## config.mk

```make
export PLATFORM = sky130hd
export DESIGN_NAME = mem_rr_sched
export DESIGN_NICKNAME = d
export VERILOG_FILES = /design/src/rtl/mem_rr_sched.sv
export SDC_FILE = /design/constraint.sdc
export NUM_CORES = 1
export LEC_CHECK = 0
export CORE_AREA = 2 2 140 142
export CTS_CLUSTER_SIZE = 25
export DETAILED_ROUTE_END_ITERATION = 10
export DIE_AREA = 0 0 142 144
export PLACE_DENSITY = 0.74
export SETUP_SLACK_MARGIN = 0.4
export SYNTH_ARGS = -nofsm -noshare
export SYNTH_HDL_FRONTEND = slang
export SYNTH_SLANG_ARGS = --single-unit
```

## constraint.sdc

```tcl
create_clock -name clk -period 11.6 [get_ports clk]
set_input_delay 2.32 -clock clk [delete_from_list [all_inputs] [get_ports clk]]
set_output_delay 2.32 -clock clk [all_outputs]
set_load 0.005 [all_outputs]
```

## src/rtl/mem_rr_sched.sv

```systemverilog
// Round-robin scheduler sharing one single-port dmem among C cores.
// Define LOCK_TABLE_EN to add the 2^LW-entry mutex lock table and its ports.
module mem_rr_sched #(
    parameter int C  = 8,
    parameter int AW = 16,
    parameter int DW = 16,
    parameter int LW = 10
) (
    input  logic                 clk,
    input  logic                 reset,
    input  logic [C-1:0]         req_valid,
    input  logic [C-1:0]         req_write,
    input  logic [C-1:0][AW-1:0] req_adr,
    input  logic [C-1:0][DW-1:0] req_dat,
    output logic [C-1:0]         req_ready,
    output logic [AW-1:0]        mem_adr,
    output logic [DW-1:0]        mem_wdat,
    output logic                 mem_we,
    input  logic [DW-1:0]        mem_rdat,
    output logic [C-1:0]         rsp_valid,
    output logic [DW-1:0]        rsp_dat
`ifdef LOCK_TABLE_EN
    ,
    input  logic [C-1:0]         lock_req,
    input  logic [C-1:0]         unlock_req,
    input  logic [C-1:0][LW-1:0] lock_adr,
    output logic [C-1:0]         lock_ack,
    output logic [C-1:0]         lock_fail
`endif
);

    localparam int PW = $clog2(C);

    // First set bit of vec scanning upward from ptr, wrapping modulo C.
    function automatic logic [PW-1:0] rr_idx(input logic [C-1:0] vec, input logic [PW-1:0] ptr);
        logic [PW-1:0] result;
        logic [PW-1:0] cand;
        logic          found;
        result = '0;
        found  = 1'b0;
        for (int i = 0; i < C; i++) begin
            cand = ptr + PW'(i);
            if (!found && vec[cand]) begin
                result = cand;
                found  = 1'b1;
            end else begin
                found  = found;
            end
        end
        return result;
    endfunction

    logic [PW-1:0] ptr_r;
    logic [PW-1:0] win_idx_s;
    logic          any_req_s;
    logic [C-1:0]  grant_s;
    logic [C-1:0]  rsp_valid_r;

    // Memory arbitration; every pin is forced idle while reset is asserted.
    always_comb begin
        win_idx_s = rr_idx(req_valid, ptr_r);
        any_req_s = |req_valid;
        grant_s   = '0;
        mem_adr   = '0;
        mem_wdat  = '0;
        mem_we    = 1'b0;
        if (reset && any_req_s) begin
            grant_s[win_idx_s] = 1'b1;
            mem_adr            = req_adr[win_idx_s];
            mem_wdat           = req_dat[win_idx_s];
            mem_we             = req_write[win_idx_s];
        end else begin
            grant_s = '0;
        end
    end

    // Pointer rotation and one-cycle-delayed read-response valid.
    always_ff @(posedge clk or negedge reset) begin
        if (!reset) begin
            ptr_r       <= '0;
            rsp_valid_r <= '0;
        end else begin
            if (any_req_s) begin
                ptr_r <= win_idx_s + PW'(1);
            end else begin
                ptr_r <= ptr_r;
            end
            rsp_valid_r <= grant_s & ~req_write;
        end
    end

    assign req_ready = grant_s;
    assign rsp_valid = rsp_valid_r;
    assign rsp_dat   = mem_rdat;

`ifdef LOCK_TABLE_EN
    logic [(2**LW)-1:0] lock_bits_r;
    logic [PW-1:0]      lock_ptr_r;
    logic [PW-1:0]      lock_win_s;
    logic [C-1:0]       lock_cand_s;
    logic               lock_any_s;
    logic               lock_busy_s;
    logic [C-1:0]       lock_ack_r;
    logic [C-1:0]       lock_fail_r;

    // Cores in their response cycle are masked so a held lock_req is not re-served.
    always_comb begin
        lock_cand_s = lock_req & ~(lock_ack_r | lock_fail_r);
        lock_any_s  = |lock_cand_s;
        lock_win_s  = rr_idx(lock_cand_s, lock_ptr_r);
        lock_busy_s = lock_bits_r[lock_adr[lock_win_s]];
    end

    // Lock grant, responses and table update; unlocks are applied last so a
    // same-index lock/unlock pair fails the lock and leaves the bit clear.
    always_ff @(posedge clk or negedge reset) begin
        if (!reset) begin
            lock_bits_r <= '0;
            lock_ptr_r  <= '0;
            lock_ack_r  <= '0;
            lock_fail_r <= '0;
        end else begin
            lock_ack_r  <= '0;
            lock_fail_r <= '0;
            if (lock_any_s) begin
                lock_ptr_r <= lock_win_s + PW'(1);
                if (lock_busy_s) begin
                    lock_fail_r[lock_win_s] <= 1'b1;
                end else begin
                    lock_ack_r[lock_win_s]              <= 1'b1;
                    lock_bits_r[lock_adr[lock_win_s]] <= 1'b1;
                end
            end else begin
                lock_ptr_r <= lock_ptr_r;
            end
            for (int i = 0; i < C; i++) begin
                if (unlock_req[i]) begin
                    lock_bits_r[lock_adr[i]] <= 1'b0;
                end
            end
        end
    end

    assign lock_ack  = lock_ack_r;
    assign lock_fail = lock_fail_r;
`endif

endmodule

```

==> reports/results.txt <==
Status = complete, no violations
Post-synthesis cell type count = 67
NumNets Final = 1,224
Port Buf Inserts = 322
Final ANT Viol Nets = 0
Filler Cells Inserted = 1,877
Final period util = 78.8%
Post-synth EDFFs = 0
Switch Pwr = 2.08 mW
Largest stage delay, worst path = 0.69 ns
Initial drt markers = 727
Area of the multi-input gates = 4590 um^2
RePlAce Congestion = 0.968
Critical Path, Cell by Cell = clkdlybuf4s50_1 > mux2i_1 > mux4_2 > a32oi_1 > nor4_2 > o21a_2 > buf_4 > nor4_4 > buf_4 > a21bo_2 > o311ai_0 > clkdlybuf4s50_1
Gr usage total = 26.1%
Layout cells sized above 1 = 9.67%
Hold_buf cts = 0
Post-Syn Instances = 718
Worst-path cell with the longest stage delay = clkdlybuf4s50_1
Ant diodes = 0
Clock transition at path regs = 0.04 ns
Area Growth Syn to Fin = 58.1%
Critical path type = in -> out
Pint = 1.43 mW
Ranking of synthesized cells by area = a2111o_1 13%, nand4_1 11%, o31ai_1 9.4%
Hold WC Path Type = reg -> reg
Drt drc = 0
Gr ovfl total = 0
CTS sink count = 11
Syn_nets = 1,010
I/O pin cnt = 355
Clock period minus worst slack = 9.14 ns
Global-route wire length before repair = 41.8 mm
Die Span Y = 144 um
Die outline area = 20,400 um^2
Placed cell areas = 8510 um^2
Clk Latency, worst-skew pair = 0.24 ns
Final Skew = 0.00389 ns
Final HPWL DP = 19.7 mm
Root Buffer = clkbuf_16
Final Cell Area = 8590 um^2
Crit-path max FO = 43
Critical path launch point type = input pin
Avg Synthesized Cell Area = 7.57 um^2
Synthesized area = 5430 um^2
Routed WL per cell = 24.6 um
RSZ-0062 raised after global routing = false
Worst path top cell family by delay = buffers and inverters
Row count = 51
Worst vdd ir = 0.397 mV
Placed Cells incl. Taps = 1,165
Gates resized, CTS repair = 0
CP Capture Type = output port
Req. time, crit path = 9.28 ns
Vias = 7,514
Yosys top cell area share = 13.3%
Slew at the pin with the worst max-slew slack = 1.08 ns
Total Negative Setup Slacks = 0 ns
Crit path DAT = 6.82 ns
Total CTS buffers = 3
Chip width = 142 um
Vias in the first global route = 7,077
Aggregate routed wire length = 28.7 mm
Sw frac = 59.3%
Register area share after synthesis = 5.07%
Main synth FF type = dfrtp_1
Max clock buf depth = 2
Max Cap Viol = 0
Initial Util = 28.5%
# Post-CTS Setup Buffers = 0
Slew headroom = 28.0%
Initial antenna violation count = 0
Logic pwr share = 95.7%
Post-synth ARST share = 100%
Hold Violations, Final = 0
Clock power share = 1.8%
Power Density = 409 nW/um^2
Largest net degree at the start of global routing = 70
Final core utilization = 45.0%
Leading area contributor after synthesis = a2111o_1
Peak Freq = 109 MHz
Ys Warns = 0
Clock tree from TritonCTS = done
Final cell count without fillers = 1,169
Vias per cell = 6.43
Setup violators final = 0
CP Buf/Inv Count = 4
Sequential Power Share = 2.4%
CTS H-tree lvls = 1
#FFs+latches synth = 11
P_leak = 2.91 nW
CORE AREA = 19,100 um^2
Pre-antenna DRT Iters = 5
Flip-flop and latch area = 275 um^2
Max Slew Vio Count = 0
[metal layers]
| metal | track usage, % | wire, um |
|---|---|---|
| met1 | 35.5 | 12000 |
| met2 | 43.7 | 13400 |
| met3 | 3.68 | 2400 |
| met4 | 6.32 | 875 |
| met5 | 0 | 0 |
[flip-flops by register name (all words and copies together), names as in the netlist]
register and cells:
rsp_valid 8, ptr_r 3
[area by class of cell]
class                      instances  share of cell area (%)
clock buffer                       3                   0.874
clock inverter                     1                  0.0582
inverter                           7                   0.306
multi-input combinational        573                    53.4
sequential                        11                    3.20
tap                              238                    3.47
timing repair buffer             336                    38.7
[worst min-delay path, delay by kind of cell, from the launching register on]
kind | cells | cell delay, ns
buffers and inverters | 2 | 0.49
DFF | 1 | 0.32
AOI/OAI and AO/OA | 1 | 0.16
[logic make-up after synthesis]
kind of cell / Yosys count / share of synthesized area (%)
XOR/XNOR: 5 / 1.15
adder cells (fa/ha/maj): 2 / 0.460
AO/OA/AOI/OAI: 306 / 47.0
multiplexers: 38 / 10.7
buffers and inverters: 134 / 12.1
AND/OR/NAND/NOR: 222 / 23.5
flip-flops: 11 / 5.07
[synth_stat cells, drive strengths merged, types with 2 or more instances]
master	count
a2111o	64
a211oi	3
a21bo	66
a21oi	7
a31oi	2
a32oi	2
and2	5
buf	63
clkbuf	64
dfrtp	11
ha	2
inv	7
mux2	2
mux2i	21
mux4	15
nand2	16
nand3	69
nand4	99
nor2	11
nor2b	5
nor3	9
nor4	4
o2111a	2
o2111ai	2
o211a	2
o211ai	2
o21a	4
o21ai	72
o22a	2
o31ai	68
xnor2	3
xor2	2
[final timing paths]
path / cells after the start / from / endpoint / slack (ns)
worst max-delay path: 12 / req_valid[5] / mem_adr[14] / 2.46
worst min-delay path: 3 / ptr_r[0]$_DFFE_PN0N_ / ptr_r[0]$_DFFE_PN0N_ / 1.02
worst max register to register: 12 / ptr_r[1]$_DFFE_PN0N_ / rsp_valid[5]$_DFF_PN0_ / 6.34
worst min register to register: 3 / ptr_r[0]$_DFFE_PN0N_ / ptr_r[0]$_DFFE_PN0N_ / 1.02
max in group asynchronous: 1 / reset / rsp_valid[4]$_DFF_PN0_ / 8.78
min in group asynchronous: 1 / reset / ptr_r[0]$_DFFE_PN0N_ / 2.45
[cell usage in the layout (no fill, tap or decap), types with 3 or more instances in the layout]
master             n
mux2i_1           20
nor3_1             7
clkdlybuf4s50_1  322
nor2_1            10
xnor2_1            3
o21ai_4            3
inv_1              5
a2111o_1          64
buf_4             14
a21oi_1            6
o21a_2             3
and2_1             3
dfrtp_1           11
nand4_1           97
mux4_2            13
a21bo_2           29
a21bo_1           37
nand3_1           68
o31ai_1           68
nand2_1           16
o21ai_0           68
clkbuf_16          3
nor2b_1            5
[stage by stage]
step / total power, mW / worst slack, ns / hold slack [ns]
after floorplan: 2.22 / 4.52 / 0.675
after detailed placement: 3.39 / 2.51 / 1.00
after global placement: 3.38 / 2.57 / 0.986
after global routing: 3.74 / 2.22 / 1.08
final: 3.51 / 2.46 / 1.02
after CTS: 3.47 / 2.49 / 1.01
[power groups by stage]
stage / Clock (mW) / Combinational [mW] / Sequential [mW]
final: 0.0644 / 3.36 / 0.0854
after global routing: 0.0682 / 3.58 / 0.0880
after CTS: 0.0652 / 3.32 / 0.0843
after detailed placement: 0 / 3.30 / 0.0852
after global placement: 0 / 3.29 / 0.0843
after floorplan: 0 / 2.15 / 0.0625
Note: power is estimated with default switching activity, not from simulation.
